$ cat src/rtl/puf_ro_window_counter_if.sv
// Bus bundle for the PUF ring-oscillator window counter.
// The measurement side (timer plus oscillator taps) drives ctrl/clear/ro_*.
// The counter reports counts, response bits and status back on the same bundle.
interface puf_ro_window_counter_if #(
   parameter int CNT_W  = 16,
   parameter int RESP_W = 8
);
   logic              ctrl;
   logic              clear;
   logic              ro_a;
   logic              ro_b;
   logic [CNT_W-1:0]  cnt_a;
   logic [CNT_W-1:0]  cnt_b;
   logic              bit_out;
   logic              bit_tie;
   logic              bit_valid;
   logic [RESP_W-1:0] resp;
   logic              resp_valid;
   logic              busy;

   // Stimulus side: the window timer, the controller and the oscillators
   modport master (
      output ctrl, clear, ro_a, ro_b,
      input  cnt_a, cnt_b, bit_out, bit_tie, bit_valid, resp, resp_valid, busy
   );

   // Counter side
   modport slave (
      input  ctrl, clear, ro_a, ro_b,
      output cnt_a, cnt_b, bit_out, bit_tie, bit_valid, resp, resp_valid, busy
   );
endinterface

$ cat src/rtl/puf_ro_window_counter.sv
// PUF ring-oscillator window counter.
// Counts synchronized rising edges of two async oscillator taps while the
// timer window (ctrl) is open, drains the synchronizers after close, then
// compares the counts into one response bit and shifts it into a word.

// One oscillator tap: synchronizer chain, history flop, rising-edge detect
// and a saturating edge counter controlled by the window FSM.
module puf_ro_tap_counter #(
   parameter int CNT_W       = 16,
   parameter int SYNC_STAGES = 2
) (
   input  logic             clk,
   input  logic             rst,
   input  logic             ro,
   input  logic             cnt_clr,
   input  logic             cnt_en,
   output logic [CNT_W-1:0] cnt
);
   logic [SYNC_STAGES-1:0] sync_q, sync_d;
   logic                   hist_q, hist_d;
   logic [CNT_W-1:0]       cnt_q, cnt_d;
   logic                   rise;

   // Shift the tap through the synchronizer, detect a rise, count it
   always_comb begin
      sync_d = {sync_q[SYNC_STAGES-2:0], ro};
      hist_d = sync_q[SYNC_STAGES-1];
      rise   = sync_q[SYNC_STAGES-1] & ~hist_q;
      cnt_d  = cnt_q;
      if (cnt_clr)
         cnt_d = '0;
      else if (cnt_en && rise && (cnt_q != {CNT_W{1'b1}}))
         cnt_d = cnt_q + CNT_W'(1);
   end

   // Synchronizer, history and counter registers
   always_ff @(posedge clk) begin
      if (rst) begin
         sync_q <= '0;
         hist_q <= 1'b0;
         cnt_q  <= '0;
      end else begin
         sync_q <= sync_d;
         hist_q <= hist_d;
         cnt_q  <= cnt_d;
      end
   end

   assign cnt = cnt_q;
endmodule

module puf_ro_window_counter #(
   parameter int CNT_W       = 16,
   parameter int RESP_W      = 8,
   parameter int SYNC_STAGES = 2
) (
   input  logic                   clk,
   input  logic                   rst,
   puf_ro_window_counter_if.slave bus
);
   localparam int DW = $clog2(SYNC_STAGES + 1);
   localparam int IW = $clog2(RESP_W + 1);

   typedef enum logic [1:0] {IDLE, COUNT, DRAIN, CMP} state_t;

   state_t                 state_q, state_d;
   logic [DW-1:0]          drain_q, drain_d;
   logic                   pend_q, pend_d;
   logic                   ctrl_dly_q, ctrl_dly_d;
   logic [CNT_W-1:0]       cnt_a_q, cnt_a_d;
   logic [CNT_W-1:0]       cnt_b_q, cnt_b_d;
   logic                   bit_out_q, bit_out_d;
   logic                   bit_tie_q, bit_tie_d;
   logic                   bit_valid_q, bit_valid_d;
   logic [RESP_W-1:0]      resp_q, resp_d;
   logic [IW-1:0]          idx_q, idx_d;
   logic                   rv_q, rv_d;

   logic                   start;
   logic                   cnt_clr, cnt_en;
   logic                   a_gt_b, a_eq_b;
   logic [1:0]             ro_vec;
   logic [1:0][CNT_W-1:0]  tap_cnt;

   assign ro_vec = {bus.ro_b, bus.ro_a};

   // Tap 0 is oscillator A, tap 1 is oscillator B
   for (genvar g = 0; g < 2; g++) begin : g_tap
      puf_ro_tap_counter #(
         .CNT_W       (CNT_W),
         .SYNC_STAGES (SYNC_STAGES)
      ) u_tap (
         .clk     (clk),
         .rst     (rst),
         .ro      (ro_vec[g]),
         .cnt_clr (cnt_clr),
         .cnt_en  (cnt_en),
         .cnt     (tap_cnt[g])
      );
   end

   assign start  = bus.ctrl & ~ctrl_dly_q;
   assign a_gt_b = tap_cnt[0] > tap_cnt[1];
   assign a_eq_b = tap_cnt[0] == tap_cnt[1];

   // Window FSM, result capture and response accumulation
   always_comb begin
      state_d     = state_q;
      drain_d     = drain_q;
      pend_d      = pend_q;
      ctrl_dly_d  = bus.ctrl;
      cnt_a_d     = cnt_a_q;
      cnt_b_d     = cnt_b_q;
      bit_out_d   = bit_out_q;
      bit_tie_d   = bit_tie_q;
      bit_valid_d = 1'b0;
      resp_d      = resp_q;
      idx_d       = idx_q;
      rv_d        = rv_q;
      cnt_clr     = 1'b0;
      cnt_en      = 1'b0;

      case (state_q)
         IDLE: begin
            if (start || pend_q) begin
               cnt_clr = 1'b1;
               pend_d  = 1'b0;
               state_d = COUNT;
            end
         end
         COUNT: begin
            // A rising ctrl cannot occur here; the window is already open
            cnt_en = 1'b1;
            if (!bus.ctrl) begin
               drain_d = '0;
               state_d = DRAIN;
            end
         end
         DRAIN: begin
            // Keep counting edges still travelling through the synchronizers
            cnt_en = 1'b1;
            if (start)
               pend_d = 1'b1;
            if (drain_q == DW'(SYNC_STAGES))
               state_d = CMP;
            else
               drain_d = drain_q + DW'(1);
         end
         CMP: begin
            if (start)
               pend_d = 1'b1;
            cnt_a_d     = tap_cnt[0];
            cnt_b_d     = tap_cnt[1];
            bit_out_d   = a_gt_b;
            bit_tie_d   = a_eq_b;
            bit_valid_d = 1'b1;
            // Once the word is full it is frozen until clear
            if (!rv_q) begin
               resp_d = {resp_q[RESP_W-2:0], a_gt_b};
               idx_d  = idx_q + IW'(1);
               if (idx_q + IW'(1) == IW'(RESP_W))
                  rv_d = 1'b1;
            end
            state_d = IDLE;
         end
         default: state_d = IDLE;
      endcase

      // Abort wins over everything, including a same-cycle window start;
      // the last reported result stays visible
      if (bus.clear) begin
         state_d     = IDLE;
         drain_d     = '0;
         pend_d      = 1'b0;
         cnt_clr     = 1'b1;
         cnt_en      = 1'b0;
         cnt_a_d     = cnt_a_q;
         cnt_b_d     = cnt_b_q;
         bit_out_d   = bit_out_q;
         bit_tie_d   = bit_tie_q;
         bit_valid_d = 1'b0;
         resp_d      = '0;
         idx_d       = '0;
         rv_d        = 1'b0;
      end
   end

   // State and output registers
   always_ff @(posedge clk) begin
      if (rst) begin
         state_q     <= IDLE;
         drain_q     <= '0;
         pend_q      <= 1'b0;
         ctrl_dly_q  <= 1'b0;
         cnt_a_q     <= '0;
         cnt_b_q     <= '0;
         bit_out_q   <= 1'b0;
         bit_tie_q   <= 1'b0;
         bit_valid_q <= 1'b0;
         resp_q      <= '0;
         idx_q       <= '0;
         rv_q        <= 1'b0;
      end else begin
         state_q     <= state_d;
         drain_q     <= drain_d;
         pend_q      <= pend_d;
         ctrl_dly_q  <= ctrl_dly_d;
         cnt_a_q     <= cnt_a_d;
         cnt_b_q     <= cnt_b_d;
         bit_out_q   <= bit_out_d;
         bit_tie_q   <= bit_tie_d;
         bit_valid_q <= bit_valid_d;
         resp_q      <= resp_d;
         idx_q       <= idx_d;
         rv_q        <= rv_d;
      end
   end

   assign bus.cnt_a      = cnt_a_q;
   assign bus.cnt_b      = cnt_b_q;
   assign bus.bit_out    = bit_out_q;
   assign bus.bit_tie    = bit_tie_q;
   assign bus.bit_valid  = bit_valid_q;
   assign bus.resp       = resp_q;
   assign bus.resp_valid = rv_q;
   assign bus.busy       = (state_q != IDLE);
endmodule

$ cat src/flat_wrapper.sv
// flat-port wrapper written by rule: the top's interface ports become plain ports
module puf_ro_window_counter_flat 
#(
   parameter int CNT_W       = 16,
   parameter int RESP_W      = 8,
   parameter int SYNC_STAGES = 2
)
  (clk, rst, bus_ctrl, bus_clear, bus_ro_a, bus_ro_b, bus_cnt_a, bus_cnt_b, bus_bit_out, bus_bit_tie, bus_bit_valid, bus_resp, bus_resp_valid, bus_busy);
  puf_ro_window_counter_if #(.CNT_W(CNT_W), .RESP_W(RESP_W)) bus_i ();
  input  logic clk;
  input  logic rst;
  input wire logic [$bits(bus_i.ctrl)-1:0] bus_ctrl;
  input wire logic [$bits(bus_i.clear)-1:0] bus_clear;
  input wire logic [$bits(bus_i.ro_a)-1:0] bus_ro_a;
  input wire logic [$bits(bus_i.ro_b)-1:0] bus_ro_b;
  output wire logic [$bits(bus_i.cnt_a)-1:0] bus_cnt_a;
  output wire logic [$bits(bus_i.cnt_b)-1:0] bus_cnt_b;
  output wire logic [$bits(bus_i.bit_out)-1:0] bus_bit_out;
  output wire logic [$bits(bus_i.bit_tie)-1:0] bus_bit_tie;
  output wire logic [$bits(bus_i.bit_valid)-1:0] bus_bit_valid;
  output wire logic [$bits(bus_i.resp)-1:0] bus_resp;
  output wire logic [$bits(bus_i.resp_valid)-1:0] bus_resp_valid;
  output wire logic [$bits(bus_i.busy)-1:0] bus_busy;
  assign bus_i.ctrl = bus_ctrl;
  assign bus_i.clear = bus_clear;
  assign bus_i.ro_a = bus_ro_a;
  assign bus_i.ro_b = bus_ro_b;
  assign bus_cnt_a = bus_i.cnt_a;
  assign bus_cnt_b = bus_i.cnt_b;
  assign bus_bit_out = bus_i.bit_out;
  assign bus_bit_tie = bus_i.bit_tie;
  assign bus_bit_valid = bus_i.bit_valid;
  assign bus_resp = bus_i.resp;
  assign bus_resp_valid = bus_i.resp_valid;
  assign bus_busy = bus_i.busy;
  puf_ro_window_counter #(.CNT_W(CNT_W), .RESP_W(RESP_W), .SYNC_STAGES(SYNC_STAGES)) u_core (.clk(clk), .rst(rst), .bus(bus_i));
endmodule
$ cat config.mk
export PLATFORM = sky130hd
export DESIGN_NAME = puf_ro_window_counter_flat
export DESIGN_NICKNAME = d
export VERILOG_FILES = /design/src/rtl/puf_ro_window_counter_if.sv /design/src/rtl/puf_ro_window_counter.sv /design/src/flat_wrapper.sv
export SDC_FILE = /design/constraint.sdc
export NUM_CORES = 1
export LEC_CHECK = 0
export BUFFER_PORTS_ARGS = -buffer_cell sky130_fd_sc_hd__buf_2
export CORE_ASPECT_RATIO = 1.75
export CORE_MARGIN = 3
export CORE_UTILIZATION = 51
export CTS_BUF_LIST = sky130_fd_sc_hd__clkbuf_16
export DETAILED_ROUTE_END_ITERATION = 8
export GPL_TIMING_DRIVEN = 0
export PLACE_DENSITY_LB_ADDON = 0.25
export SLEW_MARGIN = 30
export SYNTH_ARGS = -nofsm -noshare
export SYNTH_HDL_FRONTEND = slang
export SYNTH_HIERARCHICAL = 1
export SYNTH_SLANG_ARGS = --single-unit
$ cat constraint.sdc
create_clock -name clk -period 2.2 [get_ports clk]
set_clock_uncertainty 0.05 [all_clocks]
set_input_delay 0.22 -clock clk [delete_from_list [all_inputs] [get_ports clk]]
set_output_delay 0.22 -clock clk [all_outputs]
set_load 0.02 [all_outputs]
* Yosys cells after proc, flatten, opt, wreduce, memory -nomap -nowiden *
Index checks and enable logic that the tools add are counted.

storage, ports and cells
  flip-flop bits (word level) = 92
  bits of input ports = 6
  output and inout bits = 45

cells by class
  $lt $le $gt $ge = 1
  add/sub/neg operators = 4
  bitwise gates (word level) = 8
  muxes and demuxes = 18
  equal/unequal tests = 13
  reductions and logical operators = 18

operators by type and width
  cell                     number
  $add A16 B1 Y16 const B  2
  $ne A16 B16 Y1 const B   2
  $eq A16 B16 Y1           1
  $gt A16 B16 Y1           1
  $mux W1                  10
  $mux W2                  5
  $reduce_and A3 Y1        3
  $pmux W2 S4              1
  $reduce_or A2 Y1         4
  $eq A2 B2 Y1 const B     3
  $ne A2 B1 Y1 const B     3
  $reduce_bool A2 Y1       3
  $not A1 Y1               5
  $add A4 B1 Y4 const B    1
  $eq A4 B4 Y1 const B     1
  $logic_and A1 B1 Y1      4
  $ne A2 B2 Y1 const B     2
  $pmux W2 S2              1
  $reduce_and A2 Y1        2
  $and A1 B1 Y1            3
  $add A2 B1 Y2 const B    1
  $eq A2 B1 Y1 const B     1
  $logic_not A2 Y1         1
  $pmux W1 S2              1
  $logic_or A1 B1 Y1       1

* Logic depth before layout (Yosys ltp) *
Gate-level depths: netlist of run 1.

  depth after elaboration = 7
  mapped depth = 8
  mapped depth without buffers = 7

* Hierarchy *
The synthesis of run 1 kept the hierarchy.

modules (own cells, without submodules)
  module                 times used  cells each  area an instance (µm²)  sequential area each (µm²)
  puf_ro_window_counter  1           312         2,478.6                 1,081.0
  puf_ro_tap_counter     2           107         939.7                   380.4

* Least setup slack after synthesis of run 1 *
OpenSTA, ideal clock, no wires.

  path type = reg2reg
  start = reg u_core.state_q[0]
  end = reg u_core.g_tap[0].u_tap.cnt_q[11]
  path slack = -0.184 ns
  required time = 2.080 ns
  stages on the path, launching flop included = 9
  arrival time = 2.264 ns
  buffers on the path = 1
  cell sequence = dfxtp_1 -> inv_1 -> ha_1 -> nor2b_1 -> nand3b_4 -> or2_2 -> buf_2 -> or4_1 -> a21oi_1

between the ends
  longest elaborated chain between the ends = 6

ends and longest elaborated chain
  what                                                 line                          RTL
  start, declared                                      puf_ro_window_counter.sv:66   state_t state_q, state_d;
  start signal, assigned                               puf_ro_window_counter.sv:204  state_q <= state_d;
  $eq A2 B1 Y1 / $eq A2 B2 Y1 (equally long branches)  puf_ro_window_counter.sv:123  case (state_q)
  $reduce_or A2 Y1 (no source line) *                  n/a
  $mux W1 *                                            puf_ro_window_counter.sv:123
  $mux W1 *                                            puf_ro_window_counter.sv:171  if (bus.clear) begin
  via u_core.cnt_en                                    puf_ro_window_counter.sv:80   logic cnt_clr, cnt_en;
  $logic_and A1 B1 Y1 * (2 in a row)                   puf_ro_window_counter.sv:32   else if (cnt_en && rise && (cnt_q != {CNT_W{1'b1}}))
  end signal, assigned                                 puf_ro_window_counter.sv:45   cnt_q <= cnt_d;
  end, declared                                        puf_ro_window_counter.sv:21   logic [CNT_W-1:0] cnt_q, cnt_d;

Mark *: on every way through the listed nets, which the timed path passes. The rest lies on a longest branch.
A chain may end at the register's enable or synchronous reset.

* Worst setup path after layout of run 1 *
  start = reg u_core.state_q[0]
  end = reg u_core.g_tap[1].u_tap.cnt_q[11]

between the ends
  longest elaborated chain between the ends = 6

ends and longest elaborated chain
  what                                                 line
  $eq A2 B1 Y1 / $eq A2 B2 Y1 (equally long branches)  puf_ro_window_counter.sv:123
  $reduce_or A2 Y1 (no source line) *                  n/a
  $mux W1 *                                            puf_ro_window_counter.sv:123
  $mux W1 *                                            puf_ro_window_counter.sv:171
  via u_core.cnt_en                                    puf_ro_window_counter.sv:80
  $logic_and A1 B1 Y1 * (2 in a row)                   puf_ro_window_counter.sv:32
  end signal, assigned                                 puf_ro_window_counter.sv:45
  end, declared                                        puf_ro_window_counter.sv:21

Marks and branches as above.

==> results of run 1 <==
registers in the layout, summed over array words and instances (netlist names), 2 cells and up:
register / flops
u_core/state_q: 2
u_core/bus.resp: 8
u_core/bus.cnt_a: 16
u_core/drain_q: 2
u_core/idx_q: 4
u_core/g_tap.u_tap/hist_q: 2
u_core/g_tap.u_tap/cnt: 32
u_core/bus.cnt_b: 16
u_core/g_tap.u_tap/sync_q: 4
kinds of logic (layout without fill, tap and decap cells):
kind of cell    Yosys count  in the layout
compound gates          135            135
xor+xnor                  4              4
fa+ha+maj                24             24
buf+inv                  49            130
flops                    92             92
mux                       1              1
simple gates            221            221
path summary, 6_finish.rpt:
check | depth (start not counted) | slack [ns] | to | startpoint
hold reg to reg | 1 | 0.39 | u_core/g_tap[0].u_tap/sync_q[1] | u_core/g_tap[0].u_tap/sync_q[0]
setup / recovery | 8 | 0.03 | u_core/g_tap[1].u_tap/cnt[11] | u_core/state_q[0]
setup reg to reg | 8 | 0.03 | u_core/g_tap[1].u_tap/cnt[11] | u_core/state_q[0]
hold / removal | 2 | 0.04 | u_core/g_tap[0].u_tap/sync_q[0] | bus_ro_a
area by class of cell:
cell class,count,area share
well taps,115,0.0275
plain buffers,24,0.0275
inverters,25,0.0179
flip-flops and latches,92,0.352
clock buffers,9,0.0430
clock inverters,7,0.0160
multi-input cells,385,0.448
repair buffers,65,0.0688
per-stage QoR:
step	cells	util	TNS, ns	total power, mW	instance area, µm²
after global routing	722	0.630	-0.0315	3.47	5240
after global placement	691	0.573	-1.38	1.80	4760
final	722	0.630	0	3.36	5240
after floorplan	526	-	0	1.77	4370
after detailed placement	691	0.573	-2.03	1.80	4760
after CTS	715	0.621	0	3.40	5160
report_power, final:
group          internal (mW)  switching (mW)
registers               1.67         0.00394
logic                 0.0357          0.0626
clock network          0.981           0.604
routing by layer:
metal | vias up | global-route usage
met5 | - | 0
met4 | 0 | 0.134
met3 | 39 | 0.0487
met2 | 117 | 0.427
met1 | 1918 | 0.252
li1 | 2031 | -
synth_stat cells, types with 3 or more instances:
master	count	share of area
sky130_fd_sc_hd__and4_1	3	0.0060
sky130_fd_sc_hd__nor4_1	4	0.0057
sky130_fd_sc_hd__and3b_1	4	0.0080
sky130_fd_sc_hd__nor2b_1	10	0.014
sky130_fd_sc_hd__or3_1	10	0.014
sky130_fd_sc_hd__clkbuf_1	3	0.0026
sky130_fd_sc_hd__dfxtp_1	92	0.42
sky130_fd_sc_hd__o21ai_0	22	0.025
sky130_fd_sc_hd__nand4_2	3	0.0086
sky130_fd_sc_hd__or4_1	12	0.021
sky130_fd_sc_hd__a211oi_1	7	0.012
sky130_fd_sc_hd__a21oi_1	69	0.079
sky130_fd_sc_hd__nor3_1	3	0.0034
sky130_fd_sc_hd__nand4_1	11	0.016
sky130_fd_sc_hd__nand2_1	106	0.091
sky130_fd_sc_hd__or2_2	4	0.0057
sky130_fd_sc_hd__a31oi_1	6	0.0086
sky130_fd_sc_hd__nand3_1	15	0.017
sky130_fd_sc_hd__nand2b_1	3	0.0043
sky130_fd_sc_hd__buf_2	14	0.016
sky130_fd_sc_hd__inv_1	25	0.022
sky130_fd_sc_hd__nor2_1	19	0.016
sky130_fd_sc_hd__o31ai_1	12	0.021
sky130_fd_sc_hd__ha_1	24	0.069
repair_timing:
item | in CTS | in global routing
gates resized for setup | 11 | 9
pin swaps | 6 | 10
cloned | 0 | 1
hold buffers | 0 | 0
setup endpoints to repair | 15 | 9
setup buffers | 8 | 6
cells in the final DEF (no fill, tap or decap), drive strengths merged, types with 7 or more instances in the layout:
| master | n |
|---|---|
| o31ai | 12 |
| nor2b | 10 |
| nand2 | 106 |
| or4 | 14 |
| inv | 27 |
| or3 | 10 |
| ha | 24 |
| a21oi | 69 |
| o21ai | 23 |
| nand3 | 15 |
| a211oi | 7 |
| clkbuf | 14 |
| buf | 82 |
| nand4 | 14 |
| nor2 | 19 |
| dfxtp | 92 |
==> results.md, run 1 <==
Flow run:
- The max-cap check violation count is 0.

Worst setup path:
- The worst setup path is captured at a flip-flop.
- The slowest cell on the critical path is sky130_fd_sc_hd__or4_4.
- The nature of the critical path startpoint is a flip-flop.
- At the worst endpoint, the arrival time is 2.39 ns.
- The critical path class is reg2reg.
- For this run, the slowest stage of the critical path takes around 0.52 ns.
- Data on the critical path is required at its endpoint by 2.42 ns.
- The signal on the critical path passes through inv_2 -> ha_4 -> nor2b_4 -> nand3b_4 -> or2_4 -> buf_8 -> or4_4 -> a21oi_2.
- The gate family responsible for the most delay along the worst path is simple AND/OR/NAND/NOR gates.
- Counting both buffers and inverters, the worst setup path holds a total of 2.
- The maximum fanout along the worst path is 10.

STA:
- The transition at the pin with the smallest max-transition slack is 0.640 ns.
- The number of max-slew violations in the final report came to 0.
- Final hold analysis gives a worst-case slack of roughly 0.043 ns.
- The count of endpoints failing hold in the final timing report was 0.
- The routed design could run at a clock period as short as approximately 2.2 ns.
- For this run, the top clock speed supported by timing is 0.461 GHz.
- Setup violations remaining at the end of the flow were counted as 0.
- The final setup slack of the worst path is approximately 0.03 ns.
- The final clock period utilization by the worst path is 0.986.
- The worst pin sits at a relative slew slack of 0.569.
- Setup repair after global routing could not meet its margin everywhere.

Clock network:
- Buffers inserted during clock tree synthesis total 9.
- The clock passes through at most 2 buffers.
- TritonCTS built the clock tree.
- The cell chosen for the clock root is sky130_fd_sc_hd__clkbuf_16.
- For the worst-skew pair, the clock arrives at the later sink with an insertion delay of 0.33 ns.
- The clock edge transition at the registers on the reported setup and hold paths is 0.06 ns.
- The total number of H-tree levels is 3.
- The count of clock tree sinks is ~90.

Placed design:
- The worst setup timing slack at the placement stage is -0.266 ns.
- The count of input and output buffers is 50.
- The global placement routability congestion is around 0.93.
- Summed over all nets, the half-perimeter wirelength after detailed placement is 8070 µm.

Power and ir drop:
- For this design the ratio of total power to cell area is 641 nW/µm².
- In this run the static leakage power is 2.04 nW.
- Across the VDD grid, the largest voltage drop is 0.392 mV.

Synthesis:
- The fraction of synthesized area in multiplexers is 0.00230.
- Counting every net in the synthesized netlist gives 556.
- The proportion of register bits with asynchronous set or reset after synthesis is 0.
- The combinational family with the most area after synthesis is simple AND/OR/NAND/NOR gates.
- In this run, synthesis produced a sequential element count of 92.
- The number of synthesized flops with an enable pin is 0.
- For this run, the leading register cell type out of synthesis is sky130_fd_sc_hd__dfxtp_1.
- The adder-cell area share of the yosys netlist is 0.0689.
- The synthesized netlist cell count is approximately 530.
- The average size of a mapped cell is ~8.3 µm².
- The netlist area before placement is 4360 µm².
- The fraction of the yosys area taken by sequential cells is 0.423.
- The synthesized-area fraction occupied by ao, oa, aoi and oai cells is 0.182.
- The number of distinct standard cells referenced by the synthesized netlist is 53.
- The synthesized-area fraction occupied by and/or/nand/nor cells is 0.265.
- The xor and xnor fraction of the mapped netlist area is 0.00804.
- The count of synthesis-stage warnings from yosys is 6.

Drt:
- The wire length on met2 is just under 6000 µm.
- In this run, the number of DRC markers left after iteration 0 of detailed routing was 282.
- The count of vias placed by the detailed router is 4105.
- The per-cell routed wire length is 15.5 µm.
- The count of antenna-violating nets left after detailed routing is 0.
- Summed over all nets, wire length on met3 after detailed routing comes to approximately 480 µm.
- The number of optimization iterations in the first detailed-route pass is 5.
- After detailed routing, the number of remaining DRC violations is 0.
- After detailed routing, no signal wire sits above met4.
- For this block, wires on met1 add up to 4340 µm.
- The detail-routed via count per cell is roughly 5.7.
- Summed over all layers, the routed wires come to 11200 µm.

Floorplan:
- The floorplan die area is 9730 µm².
- The number of rows created at floorplan is 44.
- The initial cell density of the core is 0.524.
- Pin placement for this block handled 51 I/O pins.
- The core area is just over 8000 µm².
- The height of the chip is 128 µm.
- From left edge to right edge, the die measures 75.9 µm.

GRT:
- The total overflow left after global routing is 0.
- Entering global routing, the biggest net connects 15 pins.
- The first-pass GRT wire length is between 15000 and 20000 µm.
- For this run, the total global-route usage over all layers was measured as 0.241.
- The number of global-route vias before repair came to around 4000.
- The initial antenna violation count is 0.

Final layout:
- The layout overhead on the synthesized area is 20.3%.
- The area taken by multi-input logic gates is 2350 µm².
- The fraction of final layout cells sized beyond drive strength 1 is 0.203.
- The footprint of the flip-flops and latches is 1840 µm².
- The net count of the finished layout is 632.
- The number of diodes added for antenna fixing is 0.
- Fill cells in the final layout number 722.

Outcome:
- The flow ran to the end, and the final reports show no timing, DRC or antenna violations.

Min path:
- The worst hold-check path type is in2reg.
Power figures use the tool's default switching activity.
==> run 2, diff against run 1 <==
--- a/config.mk
+++ b/config.mk
@@ -5,6 +5,7 @@
 export SDC_FILE = /design/constraint.sdc
 export NUM_CORES = 1
 export LEC_CHECK = 0
+export ABC_AREA = 1
 export BUFFER_PORTS_ARGS = -buffer_cell sky130_fd_sc_hd__buf_2
 export CORE_ASPECT_RATIO = 1.75
 export CORE_MARGIN = 3
@@ -12,9 +13,9 @@
 export CTS_BUF_LIST = sky130_fd_sc_hd__clkbuf_16
 export DETAILED_ROUTE_END_ITERATION = 8
 export GPL_TIMING_DRIVEN = 0
+export MAX_ROUTING_LAYER = met4
 export PLACE_DENSITY_LB_ADDON = 0.25
 export SLEW_MARGIN = 30
 export SYNTH_ARGS = -nofsm -noshare
 export SYNTH_HDL_FRONTEND = slang
-export SYNTH_HIERARCHICAL = 1
 export SYNTH_SLANG_ARGS = --single-unit
==> run 2 against run 1 <==
  * Combinational power rose by 71%
  * Cell area is 2.1% lower
  * Register-to-register slack better by 0.11 ns
  * Maximum frequency rose by 5.3%
  * Highest routed layer unchanged
  * Sequential share of layout area up 0.73 points
==> results.md, run 2 <==
GRT:
- The overall routing resource usage is 0.247 (+0.00595).
- The first-pass GRT wire length was 18600 µm (+3.0%).
- The initial antenna violation count is 0 (unchanged).
- The pin count of the biggest net entering global routing came to 16 (+1).
- The number of global-route vias before repair is 4083 (+2.4%).
- The total global routing overflow is 0 (unchanged).

Synthesis:
- The commonest cells after synthesis are sky130_fd_sc_hd__nand2_1, sky130_fd_sc_hd__dfxtp_1, sky130_fd_sc_hd__a21oi_1.
- The predominant post-synthesis flop cell is sky130_fd_sc_hd__dfxtp_1.
- The netlist area before placement was 4390 µm² (+0.78%).
- The synthesized netlist cell count is 590 (+12%).
- The area share of the largest cell type after synthesis is 0.419 (-0.00325).
- The register bit total from synthesis is 92 (unchanged).
- In the post-synthesis netlist, the biggest area contributors are sky130_fd_sc_hd__dfxtp_1, sky130_fd_sc_hd__nand2_1, sky130_fd_sc_hd__a21oi_1.
- The count of synthesis-stage warnings from yosys was 0 (-6).
- The post-synth net total is 620 (+12%).
- The proportion of register bits with asynchronous set or reset after synthesis is 0 (unchanged).
- The number of distinct standard cells referenced by the synthesized netlist is 31 (-42%).
- The fraction of the yosys area taken by sequential cells is 0.419 (-0.00325).
- The cell accounting for the most synthesized area is sky130_fd_sc_hd__dfxtp_1.
- The number of synthesized flops with an enable pin was 0 (unchanged).
- The average size of a mapped cell is 7.44 µm² (-10%).
- Yosys instantiated no cell more often than sky130_fd_sc_hd__nand2_1.

Floorplan:
- The floorplan die area was 9800 µm² (+0.72%).
- The core area is 8370 µm² (+0.66%).
- The initial cell density of the core is 0.525 (+0.000588).
- The I/O pin count came to 51 (unchanged).
- The die width is 76.1 µm (+0.36%).
- The height of the chip came to 129 µm (+0.37%).
- The number of rows created at floorplan is 44 (unchanged).

Drt:
- The count of antenna-violating nets left after detailed routing is 0 (unchanged).
- The detail-routed via count per cell is 5.29 (-6.9%).
- The per-cell routed wire length came to 14.5 µm (-6.3%).
- The sum of routed wire length over all layers is 11200 µm (about the same).
- The number of optimization iterations in the first detailed-route pass was 6 (+1).
- The number of DRC markers after the initial detailed-route iteration is 194 (-31%).
- The count of vias placed by the detailed router is 4075 (-0.73%).
- The number of design rule violations left after detail routing is 0 (unchanged).

Outcome:
- The run finished with clean final reports.

STA:
- The final setup slack of the worst path was 0.139 ns (+0.109 ns).
- The transition at the pin with the smallest max-transition slack is 0.662 ns (+0.0216 ns).
- The worst max-slew margin expressed relative to the limit is 0.558 (-0.0114).
- The count of endpoints failing hold in the final timing report is 0 (unchanged).
- The total setup violations reported at the end of the flow is 0 (unchanged).
- The number of max-slew violations in the final report was 0 (unchanged).
- Setup repair after global routing left no endpoint under its margin.
- The smallest hold slack is 0.0259 ns (-0.0174 ns).
- The final clock period utilization by the worst path came to 0.937 (-0.0494).
- The achievable clock frequency was 0.485 GHz (+5.3%).
- The shortest period the worst path allows is 2.06 ns (-0.109 ns).

Worst setup path:
- The nature of the critical path startpoint is a flip-flop.
- The type of destination of the critical path is a flip-flop.
- Walking the worst path, the cells encountered are ha_2 -> nand3_1 -> nor3_2 -> nand3b_1 -> nand2_2 -> inv_2 -> buf_2 -> nand2_1 -> a21oi_1.
- The maximum fanout along the worst path came to 10 (unchanged).
- The data arrival time of the worst path is 2.23 ns (-0.16 ns).
- The delay contributed by the slowest stage of the critical path is 0.43 ns (-0.09 ns).
- The critical path class is reg2reg.
- The slowest cell on the critical path is sky130_fd_sc_hd__dfxtp_2.
- The data required time at the worst endpoint is 2.36 ns (-0.06 ns).

Clock network:
- The buffer count from post-CTS setup fixing was 0 (-8).
- The clock edge transition at the registers on the reported setup and hold paths is 0.07 ns (about the same).
- The total number of H-tree levels is 3 (unchanged).
- The maximum count of clock buffers along a single path was 2 (unchanged).
- The number of buffers created by CTS is 9 (unchanged).
- The count of clock tree sinks was 92 (unchanged).
- TritonCTS built the clock tree.
- The tree is rooted in a sky130_fd_sc_hd__clkbuf_16.
- The worst-skew pair later-pin latency is 0.35 ns (+0.02 ns).

Final layout:
- The final-layout fill cell count is 813 (+13%).
- The number of flip-flops under the largest register name was 32 (unchanged).
- The number of diodes added for antenna fixing came to 0 (unchanged).
- The final non-filler cell total is 770 (+6.6%).
- The most frequent standard cell in the layout excluding fill and tap cells is sky130_fd_sc_hd__nand2_1.
- The number of nets in the final layout is 680 (+7.6%).
- The layout overhead on the synthesized area is 16.8%.
- In the layout the commonest cells are sky130_fd_sc_hd__nand2_1, sky130_fd_sc_hd__dfxtp_1, sky130_fd_sc_hd__a21oi_1.
- The core utilization of the finished layout was 0.613 (-0.0173).
- The fraction of final layout cells sized beyond drive strength 1 is 0.145 (-0.0576).

Flow run:
- The max-cap check violation count is 0 (unchanged).

Power and ir drop:
- The power per unit of standard cell area is 708 nW/µm² (+10%).
- The total power draw is 3.63 mW (+8.1%).
- The cell leakage power is 2.19 nW (+7.1%).
- The worst voltage drop across the vdd grid is 0.671 mV (+71%).

Placed design:
- The HPWL after detailed placement is 8420 µm (+4.3%).
- The number of placed cells counting well taps is 754 (+9.1%).
- The count of input and output buffers is 49 (-2.0%).
- The global placement routability congestion was 0.982 (+6.1%).
- The worst setup timing slack at the placement stage is 0.000173 ns (+0.267 ns).

Min path:
- The worst hold-check path type is in2reg.
## run 2: cell types whose count changed after synthesis, sizes merged, moves of 8 or more
cell,before,now
nand3,15,24
nor2b,10,0
nor3,3,12
or4,14,0
nor2,19,60
buf,17,8
xor2,2,22
clkbuf,5,13
o21ai,23,55
or3,10,0
o31ai,12,0
inv,25,70
nand2,106,117
## run 2: worst paths after layout
path / startpoint / end / slack (ns) / cells past startpoint
setup reg to reg: u_core.g_tap[0].u_tap.cnt[1] / u_core.g_tap[0].u_tap.cnt[10] / 0.14 / 9
setup / recovery: u_core.g_tap[0].u_tap.cnt[1] / u_core.g_tap[0].u_tap.cnt[10] / 0.14 / 9
hold reg to reg: u_core.g_tap[0].u_tap.sync_q[0] / u_core.g_tap[0].u_tap.sync_q[1] / 0.35 / 2
hold / removal: bus_ro_b / u_core.g_tap[1].u_tap.sync_q[0] / 0.03 / 3
## run 2: stage by stage
step | setup TNS, ns | cell area (µm²)
final | 0 | 5130
after global routing | 0 | 5130
after CTS | 0 | 5120
after detailed placement | 0 | 4780
after global placement | -0.0142 | 4780
after floorplan | 0 | 4390
## run 2: power breakdown
| part | total (mW) | switching (mW) | internal, mW |
|---|---|---|---|
| logic | 0.168 | 0.118 | 0.0506 |
| clock network | 1.77 | 0.660 | 1.11 |
| registers | 1.70 | 0.0102 | 1.69 |
## run 2: routing by layer
layer  track usage  wire [µm]  vias up
met5             -          0        -
met4         0.128        425        0
met3        0.0392        324       29
met1         0.248       4460     1914
met2         0.460       5960       92
li1              -          -     2040
## run 2: timing repair
item                                    in CTS  in global routing
resized for setup                            1                  3
gates cloned                                 0                  0
hold buffers                                 0                  0
endpoints found under the setup margin       6                 21
## run 2: layout make-up
cell class                 count  area [µm²]  share of cell area
tap                          115         144              0.0280
inverter                      70         263              0.0512
timing repair buffer          49         245              0.0478
sequential                    92        1840               0.359
buffer                        21         115              0.0224
clock buffer                   9         225              0.0439
multi-input combinational    407        2180               0.425
clock inverter                 7         114              0.0222
## run 2: kinds of logic (layout without fill, tap and decap cells)
family,count (synthesis),in the layout,synth area share
simple gates,227,227,0.223
xor+xnor,22,22,0.0439
flops,92,92,0.419
fa+ha+maj,24,24,0.0684
compound gates,134,134,0.160
buf+inv,91,156,0.0860
## run 2: critical path: cells and delay by family, from the launching register on
kind,cells,cell delay (ns)
and+or+nand+nor,5,0.79
DFF,1,0.43
buffers and inverters,2,0.32
adders and majority gates,1,0.27
AOI/OAI and AO/OA,1,0.06
==> run 3, diff against run 2 <==
--- a/config.mk
+++ b/config.mk
@@ -9,7 +9,7 @@
 export BUFFER_PORTS_ARGS = -buffer_cell sky130_fd_sc_hd__buf_2
 export CORE_ASPECT_RATIO = 1.75
 export CORE_MARGIN = 3
-export CORE_UTILIZATION = 51
+export CORE_UTILIZATION = 52
 export CTS_BUF_LIST = sky130_fd_sc_hd__clkbuf_16
 export DETAILED_ROUTE_END_ITERATION = 8
 export GPL_TIMING_DRIVEN = 0
==> run 3 against run 2 <==
  * Setup slack better by 0.066 ns
  * First-iteration DRC count up 21%
  * Global-route usage up 0.98 points
  * Wire length down 0.21%
  * Final cell count down 3.4%
  * Non-clock buffer count unchanged
  * Combinational power about the same
  * Hold slack worse by 0.0058 ns
  * Critical path depth unchanged
  * Die area down 1.8%
  * Cell area down 0.95%
  * Power down 3.1%
  * Critical path type unchanged
==> results.md, run 3 (synthesized netlist as in run 2, its figures left out) <==
Power and ir drop:
- The share of total power consumed by net switching is 0.226 (+0.00855).
- The combinational share of power is 0.048 (+0.002).
- The total power draw is 3.52 mW (-3.1%).
- The power per unit of standard cell area is 693 nW/µm² (-2.1%).
- The clock power share is 0.471 (-0.016).
- The design internal power is 2.73 mW (-4.1%).
- The switching power total is 794 µW (+0.75%).
- The cell leakage power was 2.17 nW (-0.82%).
- The worst voltage drop across the vdd grid came to 0.525 mV (-22%).
- The fraction of power consumed by sequential logic came to 0.482 (+0.015).

STA:
- The final clock period utilization by the worst path is 0.907 (-0.0301).
- The smallest hold slack is 0.0201 ns (-0.00575 ns).
- Setup repair after global routing left no endpoint under its margin.
- The setup TNS came to 0 ns (unchanged).
- The achievable clock frequency is 0.501 GHz (+3.3%).
- The count of endpoints failing hold in the final timing report is 0 (unchanged).
- The worst max-slew margin expressed relative to the limit is 0.574 (+0.0164).
- The total setup violations reported at the end of the flow is 0 (unchanged).
- The transition at the pin with the smallest max-transition slack was 0.637 ns (-0.0245 ns).
- The shortest period the worst path allows is 2.00 ns (-0.0663 ns).
- The number of max-slew violations in the final report is 0 (unchanged).

Placed design:
- The HPWL after detailed placement is 8490 µm (+0.83%).
- The global placement routability congestion is 0.966 (-1.6%).
- The placed standard-cell area is 4750 µm² (-0.65%).
- The count of input and output buffers is 49 (unchanged).

Final layout:
- The number of nets in the final layout was 680 (unchanged).
- The final-layout fill cell count is 751 (-7.6%).
- The footprint of the flip-flops and latches is 1840 µm² (unchanged).
- The layout overhead on the synthesized area is 15.7%.
- The final instance area came to 5080 µm² (-0.95%).
- The number of diodes added for antenna fixing is 0 (unchanged).
- The number of flip-flops under the largest register name is 32 (unchanged).
- The area taken by multi-input logic gates is 2190 µm² (+0.29%).
- The most frequent standard cell in the layout excluding fill and tap cells is sky130_fd_sc_hd__nand2_1.
- The core utilization of the finished layout came to 0.630 (+0.0166).
- The fraction of final layout cells sized beyond drive strength 1 is 0.144 (-0.00131).
- In the layout the commonest cells are sky130_fd_sc_hd__nand2_1, sky130_fd_sc_hd__dfxtp_1, sky130_fd_sc_hd__a21oi_1.

Drt:
- The detail-routed via count per cell was 5.48 (+3.5%).
- The count of antenna-violating nets left after detailed routing came to 0 (unchanged).
- The number of DRC markers after the initial detailed-route iteration is 235 (+21%).
- The number of optimization iterations in the first detailed-route pass is 5 (-1).
- The count of vias placed by the detailed router came to 4076 (+0.025%).
- The per-cell routed wire length came to 15.0 µm (+3.3%).
- The sum of routed wire length over all layers came to 11100 µm (-0.21%).
- The number of design rule violations left after detail routing is 0 (unchanged).

Clock network:
- The buffer count from post-CTS setup fixing is 0 (unchanged).
- The total number of H-tree levels came to 3 (unchanged).
- The cell chosen for the clock root is sky130_fd_sc_hd__clkbuf_16.
- The maximum count of clock buffers along a single path is 2 (unchanged).
- The count of clock tree sinks is 92 (unchanged).
- The clock edge transition at the registers on the reported setup and hold paths is 0.07 ns (about the same).
- The CTS tree is yes.
- The worst-skew pair later-pin latency is 0.35 ns (about the same).
- The number of buffers created by CTS came to 9 (unchanged).

Worst setup path:
- The maximum fanout along the worst path is 10 (unchanged).
- STA classifies the critical path endpoint as a flip-flop.
- The data required time at the worst endpoint came to 2.43 ns (+0.07 ns).
- The startpoint identified for the worst register-to-register timing path is u_core.state_q[1].
- The depth of the worst register-to-register path is 9 (unchanged).
- The register-to-register setup slack is 0.20 ns (+0.07 ns).
- The worst setup path is of the reg2reg kind.
- The data arrival time of the worst path came to 2.23 ns (about the same).
- The worst register-to-register path ends at u_core.g_tap[1].u_tap.cnt[11].
- The worst setup path is launched from a flip-flop.

GRT:
- The number of global-route vias before repair was 4139 (+1.4%).
- The initial antenna violation count is 0 (unchanged).
- The pin count of the biggest net entering global routing is 16 (unchanged).
- The total global routing overflow is 0 (unchanged).
- The overall routing resource usage came to 0.257 (+0.00978).
- The first-pass GRT wire length is 18400 µm (-1.0%).

Floorplan:
- The core area is 8070 µm² (-3.6%).
- The number of rows created at floorplan was 43 (-2.3%).
- The die width is 75.5 µm (-0.89%).
- The initial cell density of the core is 0.544 (+0.0194).
- The I/O pin count is 51 (unchanged).
- The floorplan die area came to 9630 µm² (-1.8%).
- The height of the chip is 128 µm (-0.92%).

Min path:
- The worst hold path depth is 3 (unchanged).
- The hold-critical path endpoint is u_core.g_tap[1].u_tap.sync_q[0].
- The startpoint identified for the worst hold timing path is bus_ro_b.
- The worst hold path belongs to the class in2reg.

Outcome:
- The run finished with clean final reports.

Flow run:
- The max-cap check violation count is 0 (unchanged).
run 3: cell types whose count changed in the layout (fill, tap and decap cells not counted), sizes merged:
cell	delta
clkinvlp	+1
bufinv	-1
inv	-1
run 3: critical path: stages, from the launching register on:
cell	delay (ns)
sky130_fd_sc_hd__dfxtp_1	0.37
sky130_fd_sc_hd__inv_1	0.09
sky130_fd_sc_hd__ha_1	0.30
sky130_fd_sc_hd__nand2_1	0.12
sky130_fd_sc_hd__nor3_4	0.24
sky130_fd_sc_hd__nand2_1	0.12
sky130_fd_sc_hd__nand2_1	0.23
sky130_fd_sc_hd__buf_6	0.19
sky130_fd_sc_hd__nand2_1	0.08
sky130_fd_sc_hd__a21oi_1	0.14
run 3: routing by layer:
layer  GRT usage  wire length [µm]
met4       0.135               386
met1       0.258              4300
met2       0.451              6030
met5           -                 0
met3      0.0480               432
run 3: power groups by stage:
stage	Combinational (mW)	Clock [mW]	Sequential (mW)
after floorplan	0.106	0	1.74
after global placement	0.162	0	1.73
after detailed placement	0.166	0	1.73
after CTS	0.167	1.67	1.70
after global routing	0.190	1.73	1.70
final	0.168	1.66	1.70
run 3: per-stage QoR:
| stage | std cells | setup slack (ns) |
|---|---|---|
| 2_1_floorplan | 590 | 0.546 |
| 3_3_place_gp | 729 | 0.0934 |
| 3_5_place_dp | 729 | 0.0551 |
| 4_1_cts | 744 | 0.0367 |
| 5_1_grt | 744 | 0.0123 |
| 6_report | 744 | 0.205 |
run 3: repair_timing:
action                                  CTS  global route
gates resized for setup                   0             5
hold buffers                              0             0
endpoints found under the setup margin    0            30
run 3: worst max-delay path by stage:
stage	start	depth (start not counted)	end	slack [ns]
after global routing	u_core.state_q[0]	9	u_core.g_tap[1].u_tap.cnt[4]	0.01
final	u_core.state_q[1]	9	u_core.g_tap[1].u_tap.cnt[11]	0.20
after global placement	u_core.g_tap[0].u_tap.cnt[1]	9	u_core.g_tap[0].u_tap.cnt[9]	0.09
after CTS	u_core.state_q[1]	5	u_core.bus.cnt_a[12]	0.04
after detailed placement	u_core.state_q[1]	5	u_core.bus.cnt_a[12]	0.06
after floorplan	u_core.g_tap[0].u_tap.cnt[1]	9	u_core.g_tap[0].u_tap.cnt[8]	0.55
run 3: final cells by class:
| cell class | instances | share of cell area |
|---|---|---|
| sequential | 92 | 0.363 |
| clock buffer | 9 | 0.0443 |
| clock inverter | 6 | 0.0177 |
| buffer | 21 | 0.0226 |
| tap | 90 | 0.0222 |
| timing repair buffer | 49 | 0.0483 |
| inverter | 70 | 0.0517 |
| multi-input combinational | 407 | 0.431 |
